==> config.mk <==
export PLATFORM = sky130hd
export DESIGN_NAME = datapath_run_monitor_flat
export DESIGN_NICKNAME = d
export VERILOG_FILES = /design/src/rtl/datapath_run_monitor_if.sv /design/src/rtl/datapath_run_monitor.sv /design/src/flat_wrapper.sv
export SDC_FILE = /design/constraint.sdc
export NUM_CORES = 1
export LEC_CHECK = 0
export CAP_MARGIN = 20
export CORE_AREA = 2 2 160 162
export CTS_CLUSTER_DIAMETER = 80
export DETAILED_ROUTE_END_ITERATION = 12
export DIE_AREA = 0 0 162 164
export HOLD_SLACK_MARGIN = 0.12
export PLACE_DENSITY_LB_ADDON = 0.3
export SYNTH_ARGS = -nofsm -noshare
export SYNTH_HDL_FRONTEND = slang
export SYNTH_SLANG_ARGS = --single-unit
==> constraint.sdc <==
create_clock -name Clk -period 7.6 [get_ports Clk]
set_clock_uncertainty 0.15 [all_clocks]
set_input_delay 1.52 -clock Clk [delete_from_list [all_inputs] [get_ports Clk]]
set_output_delay 1.52 -clock Clk [all_outputs]
set_load 0.005 [all_outputs]
==> src/rtl/datapath_run_monitor_if.sv <==
// Bus between the SAD datapath side and its run monitor.
// master drives observations, slave (the monitor) drives verdicts.
interface datapath_run_monitor_if #(
  parameter int PC_W    = 32,
  parameter int DATA_W  = 32,
  parameter int NUM_RES = 2,
  parameter int CNT_W   = 32
) ();
  logic                      Enable;
  logic [PC_W-1:0]           PC;
  logic [NUM_RES*DATA_W-1:0] ResIn;
  logic [NUM_RES*DATA_W-1:0] ResExp;
  logic [DATA_W-1:0]         SadIn;
  logic                      Done;
  logic                      Pass;
  logic                      TimedOut;
  logic [NUM_RES-1:0]        MismatchMask;
  logic [NUM_RES*DATA_W-1:0] ResCap;
  logic [CNT_W-1:0]          CycleCount;
  logic [DATA_W-1:0]         MinSad;
  logic [CNT_W-1:0]          SadUpdates;

  modport master (
    output Enable, PC, ResIn, ResExp, SadIn,
    input  Done, Pass, TimedOut, MismatchMask,
    input  ResCap, CycleCount, MinSad, SadUpdates
  );

  modport slave (
    input  Enable, PC, ResIn, ResExp, SadIn,
    output Done, Pass, TimedOut, MismatchMask,
    output ResCap, CycleCount, MinSad, SadUpdates
  );
endinterface

==> src/rtl/datapath_run_monitor.sv <==
// Run monitor for the pipelined SAD datapath: halt detection,
// result capture/compare, running min-SAD and cycle timeout.
module datapath_run_monitor #(
  parameter int PC_W        = 32,
  parameter int DATA_W      = 32,
  parameter int NUM_RES     = 2,
  parameter int HALT_CYCLES = 4,
  parameter int TIMEOUT     = 100000,
  parameter int CNT_W       = 32
) (
  input logic Clk,
  input logic Rst,
  datapath_run_monitor_if.slave bus
);

  localparam int SC_W =
    (HALT_CYCLES < 2) ? 1 : $clog2(HALT_CYCLES + 1);
  localparam logic [CNT_W-1:0] C_TO = CNT_W'(TIMEOUT);
  localparam logic [SC_W-1:0] C_HLAST = SC_W'(HALT_CYCLES - 1);

  typedef enum logic [1:0] {
    S_RUN,
    S_HALTED,
    S_TIMEOUT
  } state_t;

  state_t                    r_state;
  logic [PC_W-1:0]           r_pc_q;
  logic [SC_W-1:0]           r_stable;
  logic [CNT_W-1:0]          r_cyc;
  logic [CNT_W-1:0]          r_upd;
  logic [DATA_W-1:0]         r_min;
  logic                      r_done;
  logic                      r_pass;
  logic                      r_to;
  logic [NUM_RES-1:0]        r_mask;
  logic [NUM_RES*DATA_W-1:0] r_cap;

  logic                      w_run;
  logic                      w_same;
  logic                      w_halt;
  logic                      w_tmo;
  logic                      w_sad_lt;
  logic [SC_W-1:0]           w_stable_nx;
  logic [CNT_W-1:0]          w_cyc_nx;
  logic [CNT_W-1:0]          w_upd_nx;
  logic [NUM_RES-1:0]        w_mis;

  assign w_run    = (r_state == S_RUN) && bus.Enable;
  assign w_same   = (bus.PC == r_pc_q);
  assign w_halt   = w_same && (r_stable == C_HLAST);
  assign w_sad_lt = (bus.SadIn < r_min);

  // Counters saturate rather than wrap
  assign w_stable_nx = (&r_stable) ? r_stable : r_stable + SC_W'(1);
  assign w_cyc_nx    = (&r_cyc) ? r_cyc : r_cyc + CNT_W'(1);
  assign w_upd_nx    = (&r_upd) ? r_upd : r_upd + CNT_W'(1);
  assign w_tmo       = (w_cyc_nx == C_TO);

  always_comb begin
    w_mis = '0;
    for (int i = 0; i < NUM_RES; i++) begin
      w_mis[i] = bus.ResIn[i*DATA_W +: DATA_W] !=
                 bus.ResExp[i*DATA_W +: DATA_W];
    end
  end

  always_ff @(posedge Clk or posedge Rst) begin
    if (Rst) begin
      r_state  <= S_RUN;
      r_pc_q   <= '0;
      r_stable <= '0;
      r_cyc    <= '0;
      r_upd    <= '0;
      r_min    <= '1;
      r_done   <= 1'b0;
      r_pass   <= 1'b0;
      r_to     <= 1'b0;
      r_mask   <= '0;
      r_cap    <= '0;
    end else if (w_run) begin
      r_pc_q   <= bus.PC;
      r_stable <= w_same ? w_stable_nx : '0;
      if (w_sad_lt) begin
        r_min <= bus.SadIn;
        r_upd <= w_upd_nx;
      end
      // Halt outranks a timeout landing on the same edge
      if (w_halt) begin
        r_state <= S_HALTED;
        r_cap   <= bus.ResIn;
        r_mask  <= w_mis;
        r_done  <= 1'b1;
        r_pass  <= ~|w_mis;
      end else begin
        r_cyc <= w_cyc_nx;
        if (w_tmo) begin
          r_state <= S_TIMEOUT;
          r_done  <= 1'b1;
          r_to    <= 1'b1;
          r_pass  <= 1'b0;
        end
      end
    end
  end

  assign bus.Done         = r_done;
  assign bus.Pass         = r_pass;
  assign bus.TimedOut     = r_to;
  assign bus.MismatchMask = r_mask;
  assign bus.ResCap       = r_cap;
  assign bus.CycleCount   = r_cyc;
  assign bus.MinSad       = r_min;
  assign bus.SadUpdates   = r_upd;

endmodule

==> src/flat_wrapper.sv <==
// flat-port wrapper written by rule: the top's interface ports become plain ports
module datapath_run_monitor_flat 
#(
  parameter int PC_W        = 32,
  parameter int DATA_W      = 32,
  parameter int NUM_RES     = 2,
  parameter int HALT_CYCLES = 4,
  parameter int TIMEOUT     = 100000,
  parameter int CNT_W       = 32
)
  (Clk, Rst, bus_Enable, bus_PC, bus_ResIn, bus_ResExp, bus_SadIn, bus_Done, bus_Pass, bus_TimedOut, bus_MismatchMask, bus_ResCap, bus_CycleCount, bus_MinSad, bus_SadUpdates);
  datapath_run_monitor_if #(.PC_W(PC_W), .DATA_W(DATA_W), .NUM_RES(NUM_RES), .CNT_W(CNT_W)) bus_i ();
  input logic Clk;
  input logic Rst;
  input wire logic [$bits(bus_i.Enable)-1:0] bus_Enable;
  input wire logic [$bits(bus_i.PC)-1:0] bus_PC;
  input wire logic [$bits(bus_i.ResIn)-1:0] bus_ResIn;
  input wire logic [$bits(bus_i.ResExp)-1:0] bus_ResExp;
  input wire logic [$bits(bus_i.SadIn)-1:0] bus_SadIn;
  output wire logic [$bits(bus_i.Done)-1:0] bus_Done;
  output wire logic [$bits(bus_i.Pass)-1:0] bus_Pass;
  output wire logic [$bits(bus_i.TimedOut)-1:0] bus_TimedOut;
  output wire logic [$bits(bus_i.MismatchMask)-1:0] bus_MismatchMask;
  output wire logic [$bits(bus_i.ResCap)-1:0] bus_ResCap;
  output wire logic [$bits(bus_i.CycleCount)-1:0] bus_CycleCount;
  output wire logic [$bits(bus_i.MinSad)-1:0] bus_MinSad;
  output wire logic [$bits(bus_i.SadUpdates)-1:0] bus_SadUpdates;
  assign bus_i.Enable = bus_Enable;
  assign bus_i.PC = bus_PC;
  assign bus_i.ResIn = bus_ResIn;
  assign bus_i.ResExp = bus_ResExp;
  assign bus_i.SadIn = bus_SadIn;
  assign bus_Done = bus_i.Done;
  assign bus_Pass = bus_i.Pass;
  assign bus_TimedOut = bus_i.TimedOut;
  assign bus_MismatchMask = bus_i.MismatchMask;
  assign bus_ResCap = bus_i.ResCap;
  assign bus_CycleCount = bus_i.CycleCount;
  assign bus_MinSad = bus_i.MinSad;
  assign bus_SadUpdates = bus_i.SadUpdates;
  datapath_run_monitor #(.PC_W(PC_W), .DATA_W(DATA_W), .NUM_RES(NUM_RES), .HALT_CYCLES(HALT_CYCLES), .TIMEOUT(TIMEOUT), .CNT_W(CNT_W)) u_core (.Clk(Clk), .Rst(Rst), .bus(bus_i));
endmodule
==> flow_metrics.tcl <==
set metrics [dict create \
    status "complete, no violations" \
    area_growth_pct 41.3 \
    via_count 8886 \
    synthFlopType "dfrtp_1" \
    power_leakage_nw 6.76 \
    dieArea_sq_um 26600 \
    syn_area_sq_um 11000 \
    core_sq_um 24800 \
    via_per_inst 5.21 \
    fin_nets 1590 \
    worstSetupStartpointType "primary input" \
    ant_nets 0 \
    cts-resized-gates 0 \
    dieHeight_microns 164 \
    cp_cell_sequence "clkdlybuf4s50_1 -> xnor2_1 -> nand4_1 -> nor4_1 -> nand4_1 -> or2_2 -> buf_4 -> mux2_1" \
    peakVddDrop_v 0.000193 \
    synth_top_area_frac 0.388 \
    grt_pass1_vias 9071 \
    n_antenna_cell 0 \
    reg2reg_depth 9 \
    setup_viol 0 \
    fillCellCount 2069 \
    max-cap-violations 0 \
    gr-total-overflow 0 \
    ys_seq_area_frac 0.465 \
    hold_depth 1 \
    cts.sinks 202 \
    worstHoldPathType "reg2reg" \
    wl_met1_microns 12200 \
    tightest_slew_ns 1.02 \
    worstSetupPathType "in2reg" \
    drc_errors 0 \
    final_cell_mix "359 x clkdlybuf4s50_1, 170 x dfrtp_1, 138 x nand2_1, 127 x xnor2_1, 56 x mux2_1" \
    dr_wl_met3_microns 2150 \
    die_width_microns 162 \
    drtIter0Drc 472 \
    synth-warning-count 0 \
    syn_area_per_cell_sq_um 10.8 \
    num_rows 58 \
    synth.area.mux_share 0.105 \
    synthAdderAreaFrac 0.0411 \
    final_common_cell "clkdlybuf4s50_1" \
    synthTopCellsByArea "dfrtp_1 39%, xnor2_1 10%, dfstp_2 7.7%" \
    synth_edf_count 0 \
    total_power_mw 3.43 \
    ios 360 \
    antenna_found_initial 1 \
    period_needed_ns 4.45 \
    end_kind "flop" \
    max_freq_ghz 0.225 \
    synthesis.nets 1247 \
    synthArstFlopShare 1.00 \
    synth_cells 1016 \
    synth_top_family_by_area "simple AND/OR/NAND/NOR gates" \
    gp_congestion 0.888 \
    holdWs_ns 0.309 \
    ys_ff_latch 202 \
    routed_wl_microns 30600 \
    cts_buffer_depth 3 \
    wl_per_cell_microns 17.9 \
    slowest_stage "nor4_1" \
    worst_ep_arrival_time_ns 4.68 \
    synth_xor_area_frac 0.134 \
    postCtsHoldBufs 0 \
    fin_tns_setup_ns 0 \
    numCtsBuffers 23 \
    rsz0062_at_grt "no" \
    yosysUniqueCellTypes 69 \
    synthSimpleGateAreaFrac 0.171 \
    finalCritPeriodShare 0.585 \
    maxSlewHeadroom 0.320 \
    portBuffers 359 \
    cts_tree "yes" \
    clk_pin_slew_ns 0.06 \
    wl_met2_microns 15100 \
    synth_compound_area_frac 0.0446 \
    cts_setup_buffers 0 \
    drive_gt1_frac 0.105 \
    finalHoldViolCount 0 \
    top_layer "met5" \
    powerDensity_nw_per_um2 222 \
    grtUsageTotal 0.225 \
    worst_ep_required_time_ns 7.83 \
    start_util 0.441 \
    slew_violations 0 \
    htree_levels 1 \
    path_max_fanout 61 \
    firstDrtPassIters 5 \
    grt_pass1_wl_microns 47600 \
    grt_max_degree 138 \
    insertion_delay_ns 0.51 \
    dp_hpwl_microns 22900 \
    critPathMaxStageDelay_ns 0.71 \
    final_core_util 0.624 \
    yosysTopAreaCell "dfrtp_1" \
    cts-root-buf "clkbuf_16" \
    crit_top_cell "nand4_1" \
]
## final cells by class
| class | count | area, sq um | share of cell area |
|---|---|---|---|
| sequential | 202 | 5090 | 0.329 |
| multi-input combinational | 722 | 5420 | 0.350 |
| inverter | 45 | 176 | 0.0114 |
| clock inverter | 8 | 73.8 | 0.00477 |
| tap | 330 | 413 | 0.0267 |
| clock buffer | 33 | 663 | 0.0428 |
| timing repair buffer | 365 | 3640 | 0.235 |
## state kept, by name, indices dropped and copies added (netlist names)
signal,count
u_core.r_state,2
u_core.bus.Done,1
u_core.bus.SadUpdates,32
u_core.bus.TimedOut,1
u_core.bus.ResCap,64
u_core.bus.Pass,1
u_core.bus.MismatchMask,2
u_core.bus.CycleCount,32
u_core.bus.MinSad,32
u_core.r_pc_q,32
u_core.r_stable,3
## per-layer routing
layer,GRT usage,up-vias
li1,-,4202
met1,0.274,4296
met2,0.388,318
met3,0.0563,68
met4,0.0837,2
met5,0,-
## cells by family after synthesis
kind of cell / after synthesis
adders and majority gates: 36
xor gates and xnor gates: 167
AOI/OAI and AO/OA: 65
and+or+nand+nor: 352
muxes: 102
DFF: 202
buffers and inverters: 92
## final timing paths
path | startpoint | slack, ns | endpoint
min in group asynchronous | Rst | 1.42 | u_core.bus.SadUpdates[3]
max in group asynchronous | Rst | 4.38 | u_core.bus.CycleCount[10]
setup reg to reg | u_core.bus.CycleCount[0] | 4.10 | u_core.bus.Pass
setup / recovery | bus_PC[5] | 3.15 | u_core.bus.ResCap[15]
hold reg to reg | u_core.bus.TimedOut | 0.31 | u_core.bus.TimedOut
hold / removal | u_core.bus.TimedOut | 0.31 | u_core.bus.TimedOut
## critical path: cells and delay by family
family / cells / cell delay (ns)
xor gates and xnor gates: 1 / 0.14
buffers and inverters: 2 / 0.91
muxes: 1 / 0.43
and+or+nand+nor: 4 / 1.62
## synth_stat cells (all sizes together) (10+ instances only)
master  count
a21o       14
a21oi      10
and2       12
and3       23
buf        28
clkbuf     19
dfrtp     170
dfstp      32
ha         36
inv        45
mux2      100
nand2     139
nand3      41
nand4      58
nor2       26
nor3       11
nor4       18
o21ai      12
xnor2     127
xor2       40
## power by group
part | total, mW | leakage [nW] | internal (mW) | switching (mW)
clock | 1.08 | 0.360 | 0.640 | 0.444
sequential | 1.42 | 2.63 | 1.28 | 0.139
combinational | 0.931 | 3.78 | 0.547 | 0.384
total | 3.43 | 6.76 | 2.46 | 0.967
## metrics by stage
stage	worst slack (ns)	std cells	instance area, sq um
floorplan	0.472	1016	11000
global placement	2.72	1664	14700
detailed placement	2.63	1664	14700
CTS	3.17	1705	15500
global route	3.06	1705	15500
finish	3.15	1705	15500
No activity file was read; power rests on OpenSTA's default activity.
